==> config.mk <==
export PLATFORM = sky130hd
export DESIGN_NAME = flit_link_arbiter
export DESIGN_NICKNAME = d
export VERILOG_FILES = /design/src/rtl/flit_pkg.sv /design/src/rtl/flit_link_arbiter_rr_pick.sv /design/src/rtl/flit_link_arbiter.sv
export SDC_FILE = /design/constraint.sdc
export NUM_CORES = 1
export LEC_CHECK = 0
export BUFFER_PORTS_ARGS = -buffer_cell sky130_fd_sc_hd__buf_2
export CAP_MARGIN = 25
export CORE_MARGIN = 4
export CORE_UTILIZATION = 48
export CTS_CLUSTER_SIZE = 25
export DETAILED_ROUTE_END_ITERATION = 6
export HOLD_SLACK_MARGIN = 0.12
export PLACE_DENSITY_LB_ADDON = 0.1
export SLEW_MARGIN = 25
export SYNTH_ARGS = -nofsm -noshare
export SYNTH_HDL_FRONTEND = slang
export SYNTH_SLANG_ARGS = --single-unit
==> constraint.sdc <==
create_clock -name clk -period 3.3 [get_ports clk]
set_input_delay 0.33 -clock clk [delete_from_list [all_inputs] [get_ports clk]]
set_output_delay 0.33 -clock clk [all_outputs]
set_load 0.01 [all_outputs]
==> src/rtl/flit_pkg.sv <==
// Flit encoding and link-arbiter state shared by the NoC link and router arbiters.
package flit_pkg;

    localparam int DEF_FLIT_DATA_WIDTH = 32;
    localparam int DEF_FLIT_TYPE_WIDTH = 2;

    localparam logic [1:0] FLIT_HEAD   = 2'b01;
    localparam logic [1:0] FLIT_BODY   = 2'b00;
    localparam logic [1:0] FLIT_TAIL   = 2'b10;
    localparam logic [1:0] FLIT_SINGLE = 2'b11;

    typedef enum logic {
        IDLE   = 1'b0,
        LOCKED = 1'b1
    } link_state_e;

    function automatic logic opens_packet(input logic [1:0] flit_type);
        return (flit_type != FLIT_BODY) && (flit_type != FLIT_TAIL);
    endfunction

    function automatic logic closes_packet(input logic [1:0] flit_type);
        return (flit_type == FLIT_TAIL) || (flit_type == FLIT_SINGLE);
    endfunction

endpackage

==> src/rtl/flit_link_arbiter_rr_pick.sv <==
// Combinational round-robin picker: first set request at or above ptr, wrapping.
module rr_pick #(
    parameter int N_REQ = 4,
    localparam int PTR_W = (N_REQ > 1) ? $clog2(N_REQ) : 1
) (
    input  logic [N_REQ-1:0] req,
    input  logic [PTR_W-1:0] ptr,
    output logic [N_REQ-1:0] grant,
    output logic [PTR_W-1:0] idx,
    output logic             any
);

    always_comb begin
        int j;
        grant = '0;
        idx   = '0;
        any   = 1'b0;
        j     = 0;
        for (int i = 0; i < N_REQ; i++) begin
            j = int'(ptr) + i;
            if (j >= N_REQ) j = j - N_REQ;
            if (!any && req[j]) begin
                any      = 1'b1;
                grant[j] = 1'b1;
                idx      = PTR_W'(j);
            end
        end
    end

endmodule

==> src/rtl/flit_link_arbiter.sv <==
// Wormhole round-robin arbiter sharing one flit link between N_REQ sources,
// feeding the link through a one-entry registered output stage.
module flit_link_arbiter
    import flit_pkg::*;
#(
    parameter int N_REQ           = 4,
    parameter int FLIT_DATA_WIDTH = DEF_FLIT_DATA_WIDTH,
    parameter int FLIT_TYPE_WIDTH = DEF_FLIT_TYPE_WIDTH,
    localparam int FLIT_WIDTH     = FLIT_DATA_WIDTH + FLIT_TYPE_WIDTH
) (
    input  logic                        clk,
    input  logic                        rst,
    input  logic [N_REQ*FLIT_WIDTH-1:0] in_flit,
    input  logic [N_REQ-1:0]            in_valid,
    output logic [N_REQ-1:0]            in_ready,
    output logic [FLIT_WIDTH-1:0]       out_flit,
    output logic                        out_valid,
    input  logic                        out_ready,
    output logic [N_REQ-1:0]            grant,
    output logic                        proto_err
);

    localparam int PTR_W = $clog2(N_REQ);

    link_state_e           state_q, state_d;
    logic [N_REQ-1:0]      grant_q, grant_d;
    logic [PTR_W-1:0]      owner_q, owner_d;
    logic [PTR_W-1:0]      rr_ptr_q, rr_ptr_d;
    logic                  first_q, first_d;
    logic [FLIT_WIDTH-1:0] out_flit_q, out_flit_d;
    logic                  out_valid_q, out_valid_d;
    logic                  proto_err_q, proto_err_d;

    logic [N_REQ-1:0]           head_req;
    logic [N_REQ-1:0]           bad_req;
    logic [N_REQ-1:0]           pick_grant;
    logic [PTR_W-1:0]           pick_idx;
    logic                       pick_any;
    logic                       out_free;
    logic                       accept;
    logic [FLIT_WIDTH-1:0]      acc_flit;
    logic [FLIT_TYPE_WIDTH-1:0] acc_type;

    // Classify every presented flit: packet openers compete, stray BODY/TAIL are errors.
    always_comb begin
        logic [FLIT_TYPE_WIDTH-1:0] typ;
        head_req = '0;
        bad_req  = '0;
        typ      = '0;
        for (int i = 0; i < N_REQ; i++) begin
            typ = in_flit[i*FLIT_WIDTH + FLIT_DATA_WIDTH +: FLIT_TYPE_WIDTH];
            if (in_valid[i]) begin
                if (opens_packet(typ)) head_req[i] = 1'b1;
                else                   bad_req[i]  = 1'b1;
            end
        end
    end

    rr_pick #(
        .N_REQ (N_REQ)
    ) u_rr_pick (
        .req   (head_req),
        .ptr   (rr_ptr_q),
        .grant (pick_grant),
        .idx   (pick_idx),
        .any   (pick_any)
    );

    always_ff @(posedge clk or negedge rst) begin
        if (!rst) begin
            state_q     <= IDLE;
            grant_q     <= '0;
            owner_q     <= '0;
            rr_ptr_q    <= '0;
            first_q     <= 1'b0;
            out_flit_q  <= '0;
            out_valid_q <= 1'b0;
            proto_err_q <= 1'b0;
        end else begin
            state_q     <= state_d;
            grant_q     <= grant_d;
            owner_q     <= owner_d;
            rr_ptr_q    <= rr_ptr_d;
            first_q     <= first_d;
            out_flit_q  <= out_flit_d;
            out_valid_q <= out_valid_d;
            proto_err_q <= proto_err_d;
        end
    end

    always_comb begin
        state_d     = state_q;
        grant_d     = grant_q;
        owner_d     = owner_q;
        rr_ptr_d    = rr_ptr_q;
        first_d     = first_q;
        proto_err_d = 1'b0;
        out_flit_d  = out_flit_q;
        out_valid_d = out_valid_q;

        unique case (state_q)
            IDLE: begin
                proto_err_d = |bad_req;
                if (pick_any) begin
                    state_d = LOCKED;
                    grant_d = pick_grant;
                    owner_d = pick_idx;
                    first_d = 1'b1;
                end
            end
            LOCKED: begin
                if (accept) begin
                    first_d = 1'b0;
                    // A repeated HEAD is flagged but still forwarded under the same lock.
                    proto_err_d = (acc_type == FLIT_HEAD) && !first_q;
                    if (closes_packet(acc_type)) begin
                        state_d  = IDLE;
                        grant_d  = '0;
                        rr_ptr_d = (int'(owner_q) == N_REQ - 1) ? '0 : owner_q + 1'b1;
                    end
                end
            end
            default: state_d = IDLE;
        endcase

        if (accept) begin
            out_flit_d  = acc_flit;
            out_valid_d = 1'b1;
        end else if (out_ready) begin
            out_valid_d = 1'b0;
        end
    end

    always_comb begin
        out_free = ~out_valid_q | out_ready;
        in_ready = (state_q == LOCKED && out_free) ? grant_q : '0;
        accept   = |(in_valid & in_ready);
        acc_flit = in_flit[owner_q*FLIT_WIDTH +: FLIT_WIDTH];
        acc_type = acc_flit[FLIT_WIDTH-1 -: FLIT_TYPE_WIDTH];
    end

    assign out_flit  = out_flit_q;
    assign out_valid = out_valid_q;
    assign grant     = grant_q;
    assign proto_err = proto_err_q;

endmodule

After elaboration in Yosys (flattened, before gate mapping)
Cells that the tools add are included.
Storage, ports and cells
  flip-flop bits (word level): 46
  latch bits: 0
  RAM bits: 0
  memory bits (read-only): 0
  output and inout port bits: 44
  memories: 0
Cells by class
  add/sub/neg operators: 8
  multiply operators: 1
  divide/modulo/power cells: 0
  order comparisons: 12
  eq/ne operators: 11
  shifts and indexed selects: 1
  muxes and demuxes: 69
  bitwise gates (word level): 7
  reduce and logical (&&, ||, !) cells: 29
Operators with widths (number)
  $shiftx 136x9->34: 1
  $ge 32x1->1 const B: 4
  $lt 32x4->1 const B: 4
  $mux 32: 4
  $ge 32x4->1 const B: 3
  $sub 32x4->32 const B: 3
  $mux 1: 40
  $mux 4: 8
  $logic_and 1x1->1: 13
  $or 4x4->4: 3
  $mux 2: 5
  $ne 2x2->1 const B: 5
  $reduce_bool 2->1: 5
  $bmux 1 s2: 4
  $demux 1 s2: 4
  $pmux 4 s2: 1
  $reduce_or 4->1: 2
  $mul 2x5->7 const B: 1
  $add 2x2->3 const B: 2
  $pmux 1 s2: 3
  $reduce_and 3->1: 2
  $and 4x4->4: 1
  $eq 2x1->1 const B: 2
  $eq 2x2->1 const B: 2
  10 further kinds: 16

Longest topological paths before layout
Gate-level depths: netlist of the first run.
  depth in word-level cells: 19
  gate-level depth with buffers: 8
  mapped depth without buffers: 7

Modules after synthesis
From an unflattened synthesis of the first run, not the netlist that was laid out.
Second synthesis, totals
  cells, all modules: 225
  area total of the unflattened synthesis: 3156.8 um2
Modules (own cells, without submodules)
  flit_link_arbiter: instances 1, cells each 177, area each 2696.3 um2, seq. area each 1151.1 um2
  rr_pick: instances 1, cells each 48, area each 460.4 um2, seq. area each 0.0 um2

Worst setup path after synthesis of the first run
No wires, ideal clock.
  kind: flip-flop to flip-flop
  start: register rr_ptr_q[1]
  end: register owner_q[0]
  data arrival time: 2012 ps
  required time: 3153 ps
  path slack: 1141 ps
  stages on the path, launching flop included: 8
  cells stage by stage: dfrtp_1 -> buf_2 -> inv_1 -> ha_1 -> mux4_2 -> and2_0 -> o21ai_1 -> a31oi_1
On the way
  word-level cells in the longest chain between the ends: 16
  elaborated cells between the ends (all ways): 42
Ends and longest elaborated chain
  start, declared: line flit_link_arbiter.sv:28  | logic [PTR_W-1:0] rr_ptr_q, rr_ptr_d;
  start signal, assigned: line flit_link_arbiter.sv:83  | rr_ptr_q <= rr_ptr_d;
  branches (longest 16 deep; another with $sub 32x4->32)
  end signal, assigned: line flit_link_arbiter.sv:82  | owner_q <= owner_d;
  end, declared: line flit_link_arbiter.sv:27  | logic [PTR_W-1:0] owner_q, owner_d;
Parallel ways; which one is timed is not known. The select of a mux whose other input is x is not followed.
A chain may end at the register's enable or synchronous reset.

Worst setup path after layout of the first run
  start: register rr_ptr_q[0]
  end: register owner_q[0]
Same word-level chain as after synthesis.

==> results.sh, run 1 <==
export IMPL_status="finished clean"
export IMPL_synth_area_mux_share=0.393
export IMPL_grt_usage=0.214
export IMPL_diodes=0
export IMPL_grt_pass1_vias=2642
export IMPL_slew_violations=0
export IMPL_die_area_um2=7860
export IMPL_die_h_um=88.7
export IMPL_drv_cap=0
export IMPL_vias_per_cell=5.59
export IMPL_ant_nets=0
export IMPL_finalCriticalPeriod_ns=2.43
export IMPL_core_um2=6350
export IMPL_setup_slack_ns=0.867
export IMPL_p_leak_nw=2.03
export IMPL_grt_pass1_wl_mm=12.9
export IMPL_drt_iter0_markers=64
export IMPL_synth_compound_area_share=0.0917
export IMPL_vias=2748
export IMPL_path_delay_family="flip-flops"
export IMPL_first_pass_iters=4
export IMPL_dp_hpwl_mm=7.07
export IMPL_gr_max_usage_layer="met2"
export IMPL_pin_count=187
export IMPL_avgRoutedWirePerCell_um=17.6
export IMPL_place_ws_ns=0.880
export IMPL_die_w_um=88.7
export IMPL_routed_wl_mm=8.65
export IMPL_cts_sinks=46
export IMPL_slowest_delay_ns=0.66
export IMPL_tightest_slew_ns=0.571
export IMPL_synth_cell_types=45
export IMPL_finalNetCount=566
export IMPL_synthCells=233
export IMPL_grt_start_max_net_pins=47
export IMPL_worstPathMaxFanout=13
export IMPL_cts_tree="built"
export IMPL_cts_resized=0
export IMPL_tns_ns=0
export IMPL_async_flop_share=1.00
export IMPL_fin_util=0.660
export IMPL_ctsLongestPathBuffers=2
export IMPL_ir_drop_mv=0.749
export IMPL_clk_pin_slew_ns=0.09
export IMPL_maxSlewHeadroom=0.619
export IMPL_hold_viol_final=0
export IMPL_crit_path_end_kind="flop"
export IMPL_met2_usage=0.401
export IMPL_antenna_found_initial=0
export IMPL_synth_top_family_by_area="multiplexers"
export IMPL_drc=0
export IMPL_post_cts_buffers=0
export IMPL_synth_warnings=0
export IMPL_synth_area_um2=3120
export IMPL_syn_area_per_cell_um2=13.4
export IMPL_critPathBufInv=1
export IMPL_synth_xor_xnor_area_share=0
export IMPL_worstPathCellList="inv_4, ha_1, mux4_2, and2_0, o21ai_1, a31oi_1"
export IMPL_arrival_ns=2.58
export IMPL_required_ns=3.45
export IMPL_rsz0062_at_grt="false"
export IMPL_period_share=0.737
export IMPL_crit_type="flop to flop"
export IMPL_hold_path_class="input pin to flop"
export IMPL_grt_util_met3=0.0503
export IMPL_yosys_area_share_simple=0.0721
export IMPL_gr_total_overflow=0
export IMPL_fin_skew_ns=0.00841
export IMPL_fmax_mhz=411
export IMPL_rows=29
export IMPL_synth_edf_count=0
export IMPL_hold_slack_ns=0.403
export IMPL_total_power_w=0.00347
export IMPL_synth_seq_cells=46
export IMPL_powerDensity_nw_per_um2=829
export IMPL_crit_slowest_cell="dfrtp_1"
export IMPL_start_kind="flop"
export IMPL_clkLatencyLatePin_ns=0.30
export IMPL_finalSetupViolCount=0
export IMPL_met1_usage=0.242
export IMPL_htree_levels=2
export IMPL_cts_buffers=5
export IMPL_drive_above_1_share=0.660
export IMPL_area_growth_pct=34.1
export IMPL_start_util=0.492
export IMPL_numPortBuffers=186
export IMPL_clockRootBuffer="clkbuf_8"
export IMPL_synth_fa_ha_area_frac=0.0361
export IMPL_r2r_slack_ns=0.87
export IMPL_synth_nets=385
export IMPL_routabilityCongestion=0.911
export IMPL_ys_flop_type="dfrtp_1"
export IMPL_synth_seq_area_share=0.369
synthesized netlist by cell type (3+ instances only):
| master | count | area share |
|---|---|---|
| dfrtp_1 | 46 | 0.37 |
| mux4_2 | 36 | 0.26 |
| mux2_2 | 32 | 0.12 |
| nand2_1 | 15 | 0.018 |
| a21oi_1 | 12 | 0.019 |
| ha_1 | 9 | 0.036 |
| nor2_1 | 8 | 0.0096 |
| buf_2 | 6 | 0.0096 |
| inv_1 | 5 | 0.0060 |
| a22oi_1 | 4 | 0.0096 |
| a31oi_1 | 4 | 0.0080 |
| and3_1 | 4 | 0.0080 |
| clkbuf_1 | 4 | 0.0048 |
| nand3_1 | 4 | 0.0064 |
| and2_4 | 3 | 0.0084 |
| buf_4 | 3 | 0.0072 |
| nand2b_1 | 3 | 0.0060 |
tightest hold or removal path: stages:
cell,delay [ns]
buf_2,0.11
a221oi_1,0.10
o32ai_1,0.12
sequential cells by signal, indices dropped and copies added, names as in the netlist:
register   cells
grant          4
proto_err      1
rr_ptr_q       2
first_q        1
out_flit      34
state_q        1
owner_q        2
out_valid      1
power by group:
group          total [W]  internal [W]  switching, W
sequential       0.00108      0.000855      0.000222
clock           0.000361      0.000173      0.000188
combinational    0.00203       0.00110      0.000934
cell usage in the layout, fill, tap and decap left out, types with 5 or more instances in the layout:
cell      instances
a21oi_1          12
dfrtp_1          45
inv_1             5
clkbuf_8          6
nand2_1          15
mux2_2           32
nor2_1            8
ha_1              9
buf_2           185
mux4_2           36
metal layers:
metal	wire length, um	up-vias
met5	0	-
met4	136	0
met3	726	10
met2	4730	108
met1	3060	1351
li1	-	1279
path summary, 6_finish.rpt:
path / from / to / cells after the start
worst max-delay path: rr_ptr_q[0] / owner_q[0] / 6
worst min-delay path: in_valid[0] / proto_err / 3
worst max register to register: rr_ptr_q[0] / owner_q[0] / 6
worst min register to register: first_q / proto_err / 1
max in group asynchronous: rst / owner_q[0] / 2
min in group asynchronous: rst / out_flit[26] / 2
kinds of logic after synthesis:
logic type	after synthesis
AND/OR/NAND/NOR	43
flip-flops	46
AO/OA/AOI/OAI	41
adder cells (fa/ha/maj)	9
multiplexers	72
buffers and inverters	22
repair_timing:
action                     in CTS  in global routing
hold endpoints to repair        0                 46
setup endpoints to repair       0                  0
hold buffers                    0                  1
metrics by stage:
stage | area, um2 | instances
floorplan | 3120 | 233
global placement | 4080 | 483
detailed placement | 4080 | 483
CTS | 4180 | 491
global route | 4190 | 492
finish | 4190 | 492
layout make-up:
type | count | area, um2
clock buffer | 7 | 86.3
clock inverter | 1 | 8.76
fill | 543 | 2160
inverter | 6 | 25.0
multi-input combinational | 165 | 1850
sequential | 46 | 1150
tap | 77 | 96.3
timing repair buffer | 190 | 966
Note: power is estimated with default switching activity, not from simulation.
==> run 2, diff against run 1 <==
Settings changed: ABC_AREA set to 1, CORE_UTILIZATION 48 to 40.
Clock period 3.3 ns to 2 ns, I/O delays scaled along.
==> results.sh, run 2 <==
export IMPL_status="finished clean"
export IMPL_synth_seq_area_share=0.353
export IMPL_routed_wl_mm=10.8
export IMPL_post_cts_buffers=0
export IMPL_synth_fa_ha_area_frac=0.0345
export IMPL_power_frac_seq=0.536
export IMPL_p_sw_frac=0.249
export IMPL_grt_pass1_vias=3732
export IMPL_cts_buffers=5
export IMPL_synth_area_mux_share=0
export IMPL_clkLatencyLatePin_ns=0.30
export IMPL_gr_max_usage_layer="met2"
export IMPL_pin_count=187
export IMPL_drt_iter0_markers=149
export IMPL_finalSetupViolCount=0
export IMPL_yosysMostFrequentCell="nor2_1"
export IMPL_multi_input_area_um2=1870
export IMPL_clock_power_share=0.328
export IMPL_rsz0062_at_grt="false"
export IMPL_synthCells=504
export IMPL_crit_slowest_cell="dfrtp_1"
export IMPL_p_switching_w=0.000432
export IMPL_syn_area_per_cell_um2=6.47
export IMPL_dp_hpwl_mm=8.66
export IMPL_fin_skew_ns=0.0135
export IMPL_drc=0
export IMPL_cts_sinks=46
export IMPL_final_common_cell="buf_2"
export IMPL_period_share=0.868
export IMPL_numPortBuffers=186
export IMPL_clockRootBuffer="clkbuf_8"
export IMPL_powerDensity_nw_per_um2=394
export IMPL_p_leak_nw=2.41
export IMPL_arrival_ns=1.97
export IMPL_crit_path_end_kind="flop"
export IMPL_async_flop_share=1.00
export IMPL_regArea_um2=1150
export IMPL_grt_pass1_wl_mm=17.4
export IMPL_met1_usage=0.285
export IMPL_slew_violations=0
export IMPL_synth_edf_count=0
export IMPL_hold_slack_ns=0.173
export IMPL_synth_cell_types=25
export IMPL_ir_drop_mv=0.241
export IMPL_required_ns=2.23
export IMPL_hold_viol_final=0
export IMPL_finalNetCount=835
export IMPL_maxSlewHeadroom=0.768
export IMPL_power_frac_comb=0.136
export IMPL_fmax_mhz=576
export IMPL_ctsLongestPathBuffers=2
export IMPL_clk_pin_slew_ns=0.10
export IMPL_synth_nets=656
export IMPL_grt_util_met3=0.0600
export IMPL_worstPathCellList="inv_2, ha_1, inv_1, nand3_1, nand2_1, nand3_2, o21ai_2, nand3_1, nand2_1"
export IMPL_drv_cap=0
export IMPL_area_growth_pct=34.8
export IMPL_synth_compound_area_share=0.197
export IMPL_grt_start_max_net_pins=66
export IMPL_synth_warnings=0
export IMPL_place_area_um2=4300
export IMPL_largest_register_ffs=34
export IMPL_routabilityCongestion=0.881
export IMPL_rows=32
export IMPL_start_util=0.417
export IMPL_vias=3891
export IMPL_synth_seq_cells=46
export IMPL_die_area_um2=9660
export IMPL_synth_area_um2=3260
export IMPL_grt_usage=0.218
export IMPL_htree_levels=2
export IMPL_hold_path_class="input pin to flop"
export IMPL_die_w_um=98.3
export IMPL_synth_top_family_by_area="simple AND/OR/NAND/NOR gates"
export IMPL_die_h_um=98.3
export IMPL_tightest_slew_ns=0.348
export IMPL_gr_total_overflow=0
export IMPL_synth_top_area_frac=0.353
export IMPL_synth_xor_xnor_area_share=0
export IMPL_final_cell_mix="buf_2, nor2_1, o21ai_0, nand2_1, dfrtp_1"
export IMPL_vias_per_cell=4.95
export IMPL_worstPathMaxFanout=7
export IMPL_ys_flop_type="dfrtp_1"
export IMPL_intPower_w=0.00130
export IMPL_drive_above_1_share=0.319
export IMPL_start_kind="flop"
export IMPL_avgRoutedWirePerCell_um=13.8
export IMPL_cts_tree="built"
export IMPL_yosys_top_cells_area="dfrtp_1, nor2_1, o21ai_0, nand2_1, a31oi_1"
export IMPL_slowest_delay_ns=0.36
export IMPL_ant_nets=0
export IMPL_nFillCells=779
export IMPL_first_pass_iters=4
export IMPL_tns_ns=0
export IMPL_finalCriticalPeriod_ns=1.74
export IMPL_core_um2=7810
export IMPL_crit_type="flop to flop"
export IMPL_diodes=0
export IMPL_cts_hold_buf=1
export IMPL_antenna_found_initial=0
export IMPL_fin_area_um2=4390
export IMPL_met2_usage=0.355
export IMPL_synth_largest_area_cell="dfrtp_1"
export IMPL_cts_resized=0
export IMPL_ys_top_cells_by_count="nor2_1, o21ai_0, nand2_1, dfrtp_1, nand3_1"
export IMPL_yosys_area_share_simple=0.344
==> run 2: cell count changes in the layout (fill, tap and decap cells not counted), sizes merged, moves of 9 or more <==
cell / change
mux4: -37
a21oi: -9
nor2: +173
buf: +12
nand3: +30
nand2: +44
a31oi: +28
inv: +16
mux2: -33
o21ai: +72
==> run 2: metrics by stage <==
stage / setup WS [ns] / util / std cells / power, W
detailed placement: 0.297 / 0.551 / 777 / 0.00118
global placement: 0.332 / 0.551 / 777 / 0.00118
CTS: 0.275 / 0.563 / 786 / 0.00175
global route: 0.110 / 0.563 / 786 / 0.00182
floorplan: 0.189 / - / 504 / 0.00100
finish: 0.263 / 0.563 / 786 / 0.00173
==> run 2: metal layers <==
layer,vias to the layer above,part of all wire
met5,-,0
met4,0,0.017
met3,16,0.091
met2,156,0.47
met1,1701,0.43
li1,2018,-
==> run 2: layout make-up <==
type                       instances  share of cell area
sequential                        46               0.262
multi-input combinational        404               0.427
inverter                          24              0.0205
timing repair buffer             202               0.243
clock buffer                       7              0.0174
clock inverter                     1             0.00171
tap                              102              0.0290
==> run 2: critical path, delay by kind of cell, from the launching register on <==
kind	cells	cell delay [ns]
flip-flops	1	0.36
buffers and inverters	2	0.15
AO/OA/AOI/OAI	1	0.27
AND/OR/NAND/NOR	5	0.56
adder cells (fa/ha/maj)	1	0.33
==> run 2: cells by family (layout without fill, tap and decap cells) <==
kind of cell | after synthesis | count (layout)
DFF | 46 | 46
and+or+nand+nor | 280 | 280
buffers and inverters | 54 | 234
adders and majority gates | 9 | 9
AOI/OAI and AO/OA | 115 | 115
==> run 2: worst paths after layout <==
path	startpoint	to	slack (ns)	cells after the start
min in group asynchronous	rst	rr_ptr_q[0]	0.33	2
setup / recovery	rr_ptr_q[0]	grant[3]	0.26	9
setup reg to reg	rr_ptr_q[0]	grant[3]	0.26	9
max in group asynchronous	rst	owner_q[0]	1.06	3
hold reg to reg	out_flit[32]	out_flit[32]	0.51	2
hold / removal	out_ready	out_valid	0.17	4
==> run 2: power groups by stage <==
stage / Sequential (W) / Combinational (W) / Clock [W]
final: 0.000929 / 0.000236 / 0.000568
after global routing: 0.000929 / 0.000267 / 0.000622
after CTS: 0.000929 / 0.000238 / 0.000583
after detailed placement: 0.000948 / 0.000236 / 0
after global placement: 0.000948 / 0.000236 / 0
after floorplan: 0.000948 / 0.0000569 / 0
==> run 3, diff against run 2 <==
Settings changed: BUFFER_PORTS_ARGS -buffer_cell sky130_fd_sc_hd__buf_2 to unset, CORE_UTILIZATION 40 to 55, DONT_BUFFER_PORTS set to 1.
==> results.sh, run 3 (synthesis gave the netlist of run 2 again) <==
export IMPL_finalSetupViolCount=0
export IMPL_crit_path_end_kind="flop"
export IMPL_tightest_slew_ns=0.387
export IMPL_period_share=0.867
export IMPL_clkLatencyLatePin_ns=0.31
export IMPL_area_growth_pct=7.75
export IMPL_largest_register_ffs=34
export IMPL_grt_pass1_vias=3036
export IMPL_r2r_slack_ns=0.27
export IMPL_fin_skew_ns=0.00902
export IMPL_cts_sinks=46
export IMPL_start_util=0.578
export IMPL_numPortBuffers=0
export IMPL_slew_violations=0
export IMPL_start_kind="flop"
export IMPL_vias=3299
export IMPL_holdPathStages=2
export IMPL_avgRoutedWirePerCell_um=16.3
export IMPL_diodes=0
export IMPL_worstPathMaxFanout=7
export IMPL_drt_iter0_markers=200
export IMPL_clockRootBuffer="clkbuf_8"
export IMPL_drc=0
export IMPL_pin_count=187
export IMPL_clk_pin_slew_ns=0.10
export IMPL_drv_cap=0
export IMPL_finalCriticalPeriod_ns=1.73
export IMPL_timing_rr_start="rr_ptr_q[0]"
export IMPL_powerDensity_nw_per_um2=502
export IMPL_antenna_found_initial=0
export IMPL_final_cell_mix="nor2_1, o21ai_0, nand2_1, dfrtp_1, nand3_1"
export IMPL_status="finished clean"
export IMPL_nFillCells=511
export IMPL_total_power_w=0.00176
export IMPL_routed_wl_mm=9.37
export IMPL_p_leak_nw=1.64
export IMPL_grt_start_max_net_pins=62
export IMPL_die_h_um=85.0
export IMPL_die_w_um=85.0
export IMPL_die_area_um2=7220
export IMPL_fin_util=0.623
export IMPL_rows=27
export IMPL_htree_levels=2
export IMPL_dp_hpwl_mm=7.18
export IMPL_rsz0062_at_grt="false"
export IMPL_maxSlewHeadroom=0.742
export IMPL_hold_path_class="input pin to flop"
export IMPL_fmax_mhz=577
export IMPL_hold_viol_final=0
export IMPL_vias_per_cell=5.76
export IMPL_whs_endpoint="out_flit[15]"
export IMPL_crit_type="flop to flop"
export IMPL_cts_tree="built"
export IMPL_ant_nets=0
export IMPL_gr_total_overflow=0
export IMPL_required_ns=2.25
export IMPL_tns_ns=0
export IMPL_finalNetCount=652
export IMPL_rr_endpoint="grant[3]"
export IMPL_core_um2=5640
export IMPL_grt_pass1_wl_mm=15.0
export IMPL_grt_usage=0.255
export IMPL_first_pass_iters=4
export IMPL_routabilityCongestion=0.907
export IMPL_drive_above_1_share=0.0659
export IMPL_ir_drop_mv=0.347
export IMPL_cts_buffers=5
export IMPL_ctsLongestPathBuffers=2
export IMPL_final_common_cell="nor2_1"
export IMPL_min_delay_start="in_flit[117]"
export IMPL_worstRegToRegCells=9
export IMPL_arrival_ns=1.99
[run 3: cell count changes in the layout (fill, tap and decap cells not counted)]
| cell | previous run | this run |
|---|---|---|
| buf_4 | 14 | 12 |
| inv_8 | 0 | 1 |
| buf_16 | 0 | 1 |
| clkbuf_1 | 2 | 0 |
| bufinv_16 | 0 | 1 |
| dlygate4sd3_1 | 1 | 5 |
| buf_2 | 186 | 0 |
[run 3: final cells by class]
class                           instances  area (um2)  area share
Clock buffer                            5        68.8      0.0196
Clock inverter                          3        48.8      0.0139
Inverter                               24        90.1      0.0257
Multi-Input combinational cell        404        1870       0.534
Sequential cell                        46        1150       0.328
Tap cell                               72        90.1      0.0257
Timing Repair Buffer                   19         188      0.0534
[run 3: timing repair]
action / in CTS / in global routing
hold buffers: 6 / 0
gates resized for setup: 0 / 0
buffers inserted: 0 / 0
hold endpoints to repair: 50 / 0
[run 3: critical path: stages, from the launching register on]
cell     delay (ns)
dfrtp_1        0.37
inv_2          0.05
ha_1           0.33
inv_1          0.11
nand3_1        0.08
nand2_1        0.14
nand3_2        0.13
o21ai_2        0.28
nand3_1        0.11
nand2_1        0.09
[run 3: metrics by stage]
stage	std cells	instance area (um2)	hold WS [ns]	setup WS [ns]
finish	573	3510	0.126	0.266
global route	573	3510	0.127	0.0675
CTS	573	3510	0.120	0.279
global placement	559	3320	-0.0933	0.345
detailed placement	559	3320	-0.0933	0.293
floorplan	504	3260	-0.0956	0.189
[run 3: worst max-delay path by stage]
stage | start | to | slack (ns) | cells past startpoint
6_report | rr_ptr_q[0] | grant[3] | 0.27 | 9
5_1_grt | rr_ptr_q[0] | grant[3] | 0.07 | 9
4_1_cts | rr_ptr_q[0] | grant[3] | 0.28 | 9
3_5_place_dp | rr_ptr_q[0] | grant[3] | 0.29 | 9
3_3_place_gp | rr_ptr_q[0] | grant[1] | 0.34 | 9
2_1_floorplan | rr_ptr_q[0] | grant[0] | 0.19 | 10
[run 3: routing by layer]
| layer | part of all wire | track usage | up-vias |
|---|---|---|---|
| li1 | - | - | 1652 |
| met5 | 0 | 0 | - |
| met4 | 0.0099 | 0.0633 | 0 |
| met3 | 0.092 | 0.0767 | 9 |
| met2 | 0.49 | 0.423 | 147 |
| met1 | 0.41 | 0.324 | 1491 |
[run 3: power by group]
part | switching (W) | internal (W) | total [W]
Clock | 0.000351 | 0.000381 | 0.000732
Combinational | 0.0000634 | 0.0000377 | 0.000101
Sequential | 0 | 0.000929 | 0.000929
